## src/rtl/serial_subtractor.sv

```systemverilog
// serial_subtractor: bit-serial A - B, LSB first, one bit per clock with a registered borrow.
// Ports: clk, rst (async, active-high), start (accepted only in IDLE), A/B (operands sampled on accept),
//        busy (RUN or DONE_S), done (one-cycle result-valid pulse), DIFF (A - B mod 2^WIDTH),
//        BORROW (1 when A < B unsigned), OVF (signed overflow, only with SERIAL_SUBTRACTOR_OVF_EN).
module serial_subtractor #(
    parameter int WIDTH = 8
) (
    input  logic             clk,
    input  logic             rst,
    input  logic             start,
    input  logic [WIDTH-1:0] A,
    input  logic [WIDTH-1:0] B,
    output logic             busy,
    output logic             done,
    output logic [WIDTH-1:0] DIFF,
    output logic             BORROW
`ifdef SERIAL_SUBTRACTOR_OVF_EN
    ,
    output logic             OVF
`endif
);
    localparam int CW = $clog2(WIDTH);
    typedef enum logic [1:0] {IDLE, RUN, DONE_S} state_t;
    state_t state, state_nxt;
    logic [WIDTH-1:0] a_sr, b_sr, r_sr;
    logic [CW-1:0] cnt;
    logic brw, brw_nxt, d, last;
`ifdef SERIAL_SUBTRACTOR_OVF_EN
    logic a_msb, b_msb;
`endif
    always_comb begin
        d         = a_sr[0] ^ b_sr[0] ^ brw;
        brw_nxt   = (~a_sr[0] & b_sr[0]) | (~a_sr[0] & brw) | (b_sr[0] & brw);
        last      = cnt == CW'(WIDTH - 1);
        state_nxt = (state == IDLE) ? (start ? RUN : IDLE) :
                    (state == RUN)  ? (last ? DONE_S : RUN) : IDLE;
        busy      = state != IDLE;
        done      = state == DONE_S;
    end
    always_ff @(posedge clk or posedge rst) begin
        if (rst) state <= IDLE;
        else     state <= state_nxt;
    end
    always_ff @(posedge clk or posedge rst) begin
        if (rst) begin
            a_sr   <= '0;
            b_sr   <= '0;
            r_sr   <= '0;
            brw    <= 1'b0;
            cnt    <= '0;
            DIFF   <= '0;
            BORROW <= 1'b0;
`ifdef SERIAL_SUBTRACTOR_OVF_EN
            a_msb  <= 1'b0;
            b_msb  <= 1'b0;
            OVF    <= 1'b0;
`endif
        end else if (state == IDLE && start) begin
            a_sr   <= A;
            b_sr   <= B;
            brw    <= 1'b0;
            cnt    <= '0;
`ifdef SERIAL_SUBTRACTOR_OVF_EN
            a_msb  <= A[WIDTH-1];
            b_msb  <= B[WIDTH-1];
`endif
        end else if (state == RUN) begin
            a_sr   <= a_sr >> 1;
            b_sr   <= b_sr >> 1;
            r_sr   <= {d, r_sr[WIDTH-1:1]};
            brw    <= brw_nxt;
            cnt    <= cnt + 1'b1;
            // the MSB bit is merged straight into DIFF rather than waiting for r_sr
            if (last) begin
                DIFF   <= {d, r_sr[WIDTH-1:1]};
                BORROW <= brw_nxt;
`ifdef SERIAL_SUBTRACTOR_OVF_EN
                OVF    <= (a_msb != b_msb) && (d != a_msb);
`endif
            end
        end
    end
endmodule

```

## config.mk

```make
export PLATFORM = sky130hd
export DESIGN_NAME = serial_subtractor
export DESIGN_NICKNAME = d
export VERILOG_FILES = /design/src/rtl/serial_subtractor.sv
export SDC_FILE = /design/constraint.sdc
export NUM_CORES = 1
export LEC_CHECK = 0
export ABC_AREA = 1
export CAP_MARGIN = 20
export CORE_MARGIN = 3
export CORE_UTILIZATION = 45
export CTS_CLUSTER_SIZE = 14
export DETAILED_ROUTE_END_ITERATION = 16
export DONT_BUFFER_PORTS = 1
export HOLD_SLACK_MARGIN = 0.15
export PLACE_DENSITY = 0.64
export SLEW_MARGIN = 15
export SYNTH_ARGS = -nofsm -noshare
export SYNTH_HDL_FRONTEND = slang
export SYNTH_SLANG_ARGS = --single-unit
```

## constraint.sdc

```tcl
create_clock -name clk -period 2 [get_ports clk]
set_input_delay 0.2 -clock clk [delete_from_list [all_inputs] [get_ports clk]]
set_output_delay 0.2 -clock clk [all_outputs]
set_load 0.005 [all_outputs]
```

==> flow_metrics.env, run 1 <==
export IMPL_finalSetupViolCount=0
export IMPL_drive_gt1_share_pct=7.656
export IMPL_clock_skew_ps=15.08
export IMPL_crit_fanout=18
export IMPL_worst_pin_slew_ps=590.2
export IMPL_clock_sinks=38
export IMPL_ant_nets=0
export IMPL_dp_cells=228
export IMPL_antenna_found_initial=0
export IMPL_design_area_um2=1924
export IMPL_stdcell_count=255
export IMPL_rr_worst_depth=4
export IMPL_place_area_um2=1657
export IMPL_r2r_start="state[0]$_DFF_PP0_"
export IMPL_finalCritPeriodShare_pct=81.44
export IMPL_synth_warning_count=0
export IMPL_required_ps=2270
export IMPL_cts_buffer_depth=2
export IMPL_fp_dieW_um=66.17
export IMPL_p_clk_share_pct=18.9
export IMPL_holdCritPathClass="input port to register"
export IMPL_synth_avg_cell_area_um2=8.712
export IMPL_multi_input_comb_area_um2=595.6
export IMPL_fin_util_pct=56.34
export IMPL_drt_pass1_iter_count=4
export IMPL_p_leak_nw=0.9844
export IMPL_overflow=0
export IMPL_max_clock_freq_mhz=614.0
export IMPL_outcome="completed"
export IMPL_fp_dieH_um=66.17
export IMPL_r2r_slack_ps=370
export IMPL_arrival_ps=1900
export IMPL_die_area_um2=4378
export IMPL_place_hpwl_mm=2.126
export IMPL_tns_ps=0
export IMPL_port_buffers=0
export IMPL_rsz0062_at_grt="false"
export IMPL_coreArea_um2=3416
export IMPL_ys_types=13
export IMPL_track_usage_pct=17.02
export IMPL_viasPerCell=4.933
export IMPL_powerDensity_nw_per_um2=1385
export IMPL_cts_root_buf="clkbuf_4"
export IMPL_fin_nets=230
export IMPL_synth_cells=187
export IMPL_design_power_total_mw=2.666
export IMPL_final_common_cell="nand2_1"
export IMPL_antenna_cells=0
export IMPL_startpoint_type="register"
export IMPL_htreeDepth=2
export IMPL_hold_viol=0
export IMPL_row_count=21
export IMPL_cts_tree="built"
export IMPL_relSlewSlack_pct=60.52
export IMPL_drc=0
export IMPL_cts_made_buffers=5
export IMPL_p_comb_share_pct=31.5
export IMPL_wl_per_cell_um=12.56
export IMPL_grt_pass1_vias=1284
export IMPL_min_period_ps=1629
export IMPL_design_portCount=30
export IMPL_syn_to_final_growth_pct=18.13
export IMPL_clk_latency_ps=340
export IMPL_critPathKind="register to register"
export IMPL_whs_path_depth=4
export IMPL_start_util_pct=47.69
export IMPL_swShare_pct=37.40
export IMPL_drt_iter0_drc=77
export IMPL_regArea_um2=950.9
export IMPL_grt_max_degree=39
export IMPL_irDropWorstVdd_v=0.0007086
export IMPL_slew_violations=0
export IMPL_seq_area_frac_synth_pct=58.37
export IMPL_pwr_share_seq_pct=49.6
export IMPL_final_cell_mix="nand2_1 (91), dfrtp_1 (38), nand3_1 (30), dlygate4sd3_1 (19), inv_1 (7)"
export IMPL_gp_congestion=0.7518
export IMPL_worstHoldStart="start"
export IMPL_maxCapViolations=0
export IMPL_routed_wirelength_mm=3.203
export IMPL_post_cts_buffers=0
export IMPL_syn_cell_area_um2=1629
export IMPL_fillers=323
export IMPL_hold_path_endpoint="b_sr[7]$_DFFE_PP0P_"
export IMPL_cp_end_kind="register"
export IMPL_path_clk_slew_ps=120
export IMPL_internal_power_mw=1.669
export IMPL_p_switching_mw=0.9970
export IMPL_ys_ff_latch=38
export IMPL_syn_num_nets=209
export IMPL_grt_pass1_wl_mm=5.630
export IMPL_num_vias=1258
export IMPL_r2r_end="b_sr[7]$_DFFE_PP0P_"
through the flow:
step | worst slack (ps) | hold slack (ps)
6_report | 371.2 | 214.7
5_1_grt | 232.0 | 225.9
4_1_cts | 348.6 | 200.9
3_5_place_dp | 443.6 | 232.8
3_3_place_gp | 534.5 | 223.3
2_1_floorplan | 844.5 | 346.0
metal layers:
metal,share of wire [%],GRT usage (%),vias to the layer above
met5,0,0,-
li1,-,-,625
met2,51,28.87,32
met3,5.6,4.082,4
met4,1.0,7.107,0
met1,42,20.53,597
cells in the mapped netlist:
master,number,area [um^2]
nand2_1,91,341.6
dfrtp_1,38,950.9
nand3_1,30,150.1
inv_1,7,26.28
buf_2,6,30.03
o21ai_1,4,20.02
buf_6,2,22.52
ha_1,2,25.02
nand2_2,2,12.51
nor2_4,2,22.52
fa_1,1,20.02
inv_2,1,3.750
nor2_1,1,3.750
state kept, by name (all words and copies together), names as in the netlist:
signal and cells:
DIFF 8, a_sr 8, b_sr 8, r_sr 7, cnt 3, state 2, BORROW 1, brw 1
critical path, cell delays in order, from the launching register on:
cell and delay, ps:
dfrtp_1 470, nor2_4 340, nand3_1 110, dlygate4sd3_1 580, nand2_1 60
how the worst max path moves through the flow:
stage | startpoint | endpoint | slack (ps) | depth (start not counted)
CTS | state[0]$_DFF_PP0_ | b_sr[7]$_DFFE_PP0P_ | 350 | 4
finish | state[0]$_DFF_PP0_ | b_sr[7]$_DFFE_PP0P_ | 370 | 4
floorplan | a_sr[0]$_DFFE_PP0P_ | DIFF[7]$_DFFE_PP0P_ | 840 | 5
global placement | state[1]$_DFF_PP0_ | BORROW$_DFFE_PP0P_ | 530 | 6
global route | state[1]$_DFF_PP0_ | DIFF[1]$_DFFE_PP0P_ | 230 | 6
detailed placement | state[1]$_DFF_PP0_ | DIFF[0]$_DFFE_PP0P_ | 440 | 6
power by group through the flow:
| stage | clock network (mW) | logic, mW | registers (mW) |
|---|---|---|---|
| 3_5_place_dp | 0 | 0.818 | 1.34 |
| 5_1_grt | 0.551 | 0.998 | 1.37 |
| 4_1_cts | 0.519 | 0.855 | 1.33 |
| 2_1_floorplan | 0 | 0.705 | 1.27 |
| 3_3_place_gp | 0 | 0.768 | 1.33 |
| 6_report | 0.505 | 0.839 | 1.32 |
what timing repair did:
| item | CTS | global route |
|---|---|---|
| gates resized for setup | 0 | 0 |
| endpoints found under the hold margin | 55 | 0 |
| hold buffers | 19 | 0 |
final cells by class:
type / count / share of cell area, %
Clock buffer: 5 / 1.951
Clock inverter: 3 / 2.081
Inverter: 8 / 1.560
Multi-Input combinational cell: 133 / 30.95
Sequential cell: 38 / 49.41
Tap cell: 46 / 2.991
Timing Repair Buffer: 22 / 11.05
logic make-up after synthesis:
logic type	count (synthesis)	share of synthesized area, %
AO/OA/AOI/OAI	4	1.229
adder cells (fa/ha/maj)	3	2.765
buffers and inverters	16	5.069
flip-flops	38	58.37
AND/OR/NAND/NOR	126	32.56
(Power assumes the default switching activity.)
==> run 2, diff against run 1 <==
--- a/config.mk
+++ b/config.mk
@@ -5,7 +5,7 @@
 export SDC_FILE = /design/constraint.sdc
 export NUM_CORES = 1
 export LEC_CHECK = 0
-export ABC_AREA = 1
+export ABC_AREA = 0
 export CAP_MARGIN = 20
 export CORE_MARGIN = 3
 export CORE_UTILIZATION = 45
@@ -13,7 +13,7 @@
 export DETAILED_ROUTE_END_ITERATION = 16
 export DONT_BUFFER_PORTS = 1
 export HOLD_SLACK_MARGIN = 0.15
-export PLACE_DENSITY = 0.64
+export PLACE_DENSITY = 0.66
 export SLEW_MARGIN = 15
 export SYNTH_ARGS = -nofsm -noshare
 export SYNTH_HDL_FRONTEND = slang
==> constraint.sdc (replaced) <==
create_clock -name clk -period 1.4 [get_ports clk]
set_input_delay 0.14 -clock clk [delete_from_list [all_inputs] [get_ports clk]]
set_output_delay 0.14 -clock clk [all_outputs]
set_load 0.005 [all_outputs]
==> run 2 against run 1 <==
  * Setup slack lost 330 ps
  * Register-to-register slack lost 330 ps
  * Die area grew 15%
  * Via count shrank 5.4%
  * Non-clock buffer count grew 2
  * Clock-buffer cell count grew 2
  * Final cell count shrank 15%
  * Core utilization shrank 0.15 points
  * Critical endpoint is now busy
==> flow_metrics.env, run 2 <==
export IMPL_outcome="completed"
export IMPL_seq_area_frac_synth_pct=49.87
export IMPL_htreeDepth=2
export IMPL_relSlewSlack_pct=68.13
export IMPL_fin_util_pct=56.18
export IMPL_yosysMostFrequentCell="dfrtp_1"
export IMPL_pwr_share_seq_pct=41.6
export IMPL_cts_buffer_depth=2
export IMPL_p_clk_share_pct=18.7
export IMPL_synth_edf_count=0
export IMPL_ys_flop_type="dfrtp_1"
export IMPL_fillers=337
export IMPL_grt_pass1_vias=1245
export IMPL_synthTopCellsByArea="dfrtp_1 (50%), mux2_4 (8.7%), nor4b_1 (5.1%)"
export IMPL_hold_viol=0
export IMPL_clock_sinks=38
export IMPL_max_clock_freq_mhz=734.3
export IMPL_clock_skew_ps=8.399
export IMPL_drive_gt1_share_pct=27.71
export IMPL_reg_top3="DIFF: 8 flops, a_sr: 8 flops, b_sr: 8 flops"
export IMPL_fp_dieH_um=71.10
export IMPL_synth_avg_cell_area_um2=13.06
export IMPL_crit_fanout=32
export IMPL_num_vias=1190
export IMPL_top_usage_layer="met2"
export IMPL_die_area_um2=5055
export IMPL_met2_usage_pct=24.10
export IMPL_syn_to_final_growth_pct=19.55
export IMPL_routed_wirelength_mm=3.454
export IMPL_place_hpwl_mm=2.118
export IMPL_startpoint_type="register"
export IMPL_cts_made_buffers=5
export IMPL_fp_dieW_um=71.10
export IMPL_cts_tree="built"
export IMPL_grt_max_degree=39
export IMPL_powerDensity_nw_per_um2=2105
export IMPL_gp_congestion=0.7852
export IMPL_design_portCount=30
export IMPL_design_power_total_mw=4.798
export IMPL_synth_warning_count=0
export IMPL_clk_latency_ps=290
export IMPL_viasPerCell=5.509
export IMPL_wl_per_cell_um=15.99
export IMPL_use_met3_pct=4.545
export IMPL_swShare_pct=31.95
export IMPL_finalCritPeriodShare_pct=97.28
export IMPL_row_count=23
export IMPL_slew_violations=0
export IMPL_ant_nets=0
export IMPL_coreArea_um2=4058
export IMPL_port_buffers=0
export IMPL_fin_nets=187
export IMPL_synth_cells=146
export IMPL_finalSetupViolCount=0
export IMPL_arrival_ps=1220
export IMPL_min_period_ps=1362
export IMPL_cp_end_kind="output port"
export IMPL_rsz0062_at_grt="true"
export IMPL_final_cell_mix="dfrtp_1 (36), inv_1 (20), dlygate4sd3_1 (16), mux2_4 (11), nor4b_1 (10)"
export IMPL_antenna_found_initial=0
export IMPL_cts_root_buf="clkbuf_8"
export IMPL_internal_power_mw=3.265
export IMPL_track_usage_pct=15.67
export IMPL_p_switching_mw=1.533
export IMPL_start_util_pct=46.99
export IMPL_holdCritPathClass="input port to register"
export IMPL_p_comb_share_pct=39.6
export IMPL_grt_pass1_wl_mm=6.003
export IMPL_synth_top_cell_area_share_pct=49.87
export IMPL_drt_pass1_iter_count=4
export IMPL_maxCapViolations=0
export IMPL_syn_num_nets=168
export IMPL_path_clk_slew_ps=70
export IMPL_drt_iter0_drc=16
export IMPL_worst_pin_slew_ps=478.1
export IMPL_antenna_cells=0
export IMPL_yosysTopAreaCell="dfrtp_1"
export IMPL_irDropWorstVdd_v=0.0008728
export IMPL_overflow=0
export IMPL_yosys_top_cells_count="dfrtp_1 (38), inv_1 (20), mux2_4 (11), nor4b_1 (11), nor2_1 (7)"
export IMPL_final_common_cell="dfrtp_1"
export IMPL_required_ps=1260
export IMPL_p_leak_nw=1.010
export IMPL_ys_types=29
export IMPL_drc=0
export IMPL_ys_ff_latch=38
export IMPL_syn_cell_area_um2=1907
export IMPL_critPathKind="register to output port"
export IMPL_use_met1_pct=20.04
export IMPL_async_reset_ff_share_pct=100.0
[run 2: cell count changes after synthesis, moves of 4 or more]
cell	previous run	this run
o21ai_1	4	0
nor2_1	1	7
nor3b_1	0	5
a211oi_2	0	5
a221oi_1	0	6
mux2_4	0	11
nand2_1	91	2
inv_1	7	20
nand3_1	30	0
nor4b_1	0	11
[run 2: timing repair]
action                                 in CTS  in global routing
hold buffers                               17                  0
buffers inserted                            0                  2
gates resized for setup                     5                  2
pin swaps                                   0                  0
setup endpoints to repair                   9                  9
endpoints found under the hold margin      56                  0
gates cloned                                0                  1
[run 2: worst paths after layout]
path	start	to	slack, ps	depth (start not counted)
setup / recovery	state[0]$_DFF_PP0_	busy	40	2
hold / removal	B[1]	b_sr[1]$_DFFE_PP0P_	150	2
min in group asynchronous	rst	cnt[1]$_DFFE_PP0P_	390	3
hold reg to reg	a_sr[7]$_DFFE_PP0P_	a_sr[7]$_DFFE_PP0P_	510	2
setup reg to reg	cnt[0]$_DFFE_PP0P_	DIFF[5]$_DFFE_PP0P_	40	4
max in group asynchronous	rst	state[1]$_DFF_PP0_	640	3
[run 2: layout make-up]
type / count / area, um^2 / share of cell area (%)
Sequential cell: 38 / 953.4 / 41.82
Multi-Input combinational cell: 76 / 819.5 / 35.95
Timing Repair Buffer: 24 / 262.8 / 11.53
Clock buffer: 7 / 76.32 / 3.348
Inverter: 20 / 75.07 / 3.293
Tap cell: 50 / 62.56 / 2.744
Clock inverter: 1 / 30.03 / 1.317
[run 2: power by group through the flow]
stage	combinational [mW]	clock, mW	sequential (mW)
after global routing	2.12	0.961	2.07
after CTS	1.89	0.926	2.00
after floorplan	1.61	0	1.89
after global placement	1.73	0	1.99
after detailed placement	1.80	0	2.01
final	1.90	0.900	2.00
[run 2: cell families after synthesis]
| kind of cell | count (synthesis) | synth area share [%] |
|---|---|---|
| AO/OA/AOI/OAI | 21 | 11.94 |
| flip-flops | 38 | 49.87 |
| AND/OR/NAND/NOR | 34 | 14.76 |
| multiplexers | 17 | 12.07 |
| buffers and inverters | 33 | 8.989 |
| adder cells (fa/ha/maj) | 3 | 2.362 |
[run 2: through the flow]
step	setup slack (ps)	hold WS, ps	std cells	TNS, ps	instance area [um^2]
after floorplan	24.68	332.4	146	0	1913
after global placement	30.29	170.1	188	0	1951
after detailed placement	-10.26	178.4	188	-12.57	1951
after CTS	17.93	151.3	213	0	2245
after global routing	-5.481	157.2	216	-9.158	2280
final	38.08	145.7	216	0	2280
[run 2: critical path, cell delays in order, from the launching register on]
cell and delay, ps:
dfrtp_2 490, buf_12 200, or2_4 240
[run 2: per-layer routing]
layer / wire length, um / vias to the layer above / share of wire (%)
met5: 0 / - / 0
met4: 78 / 0 / 2.3
met3: 144 / 7 / 4.2
met2: 1699 / 30 / 49
met1: 1531 / 597 / 44
li1: - / 556 / -
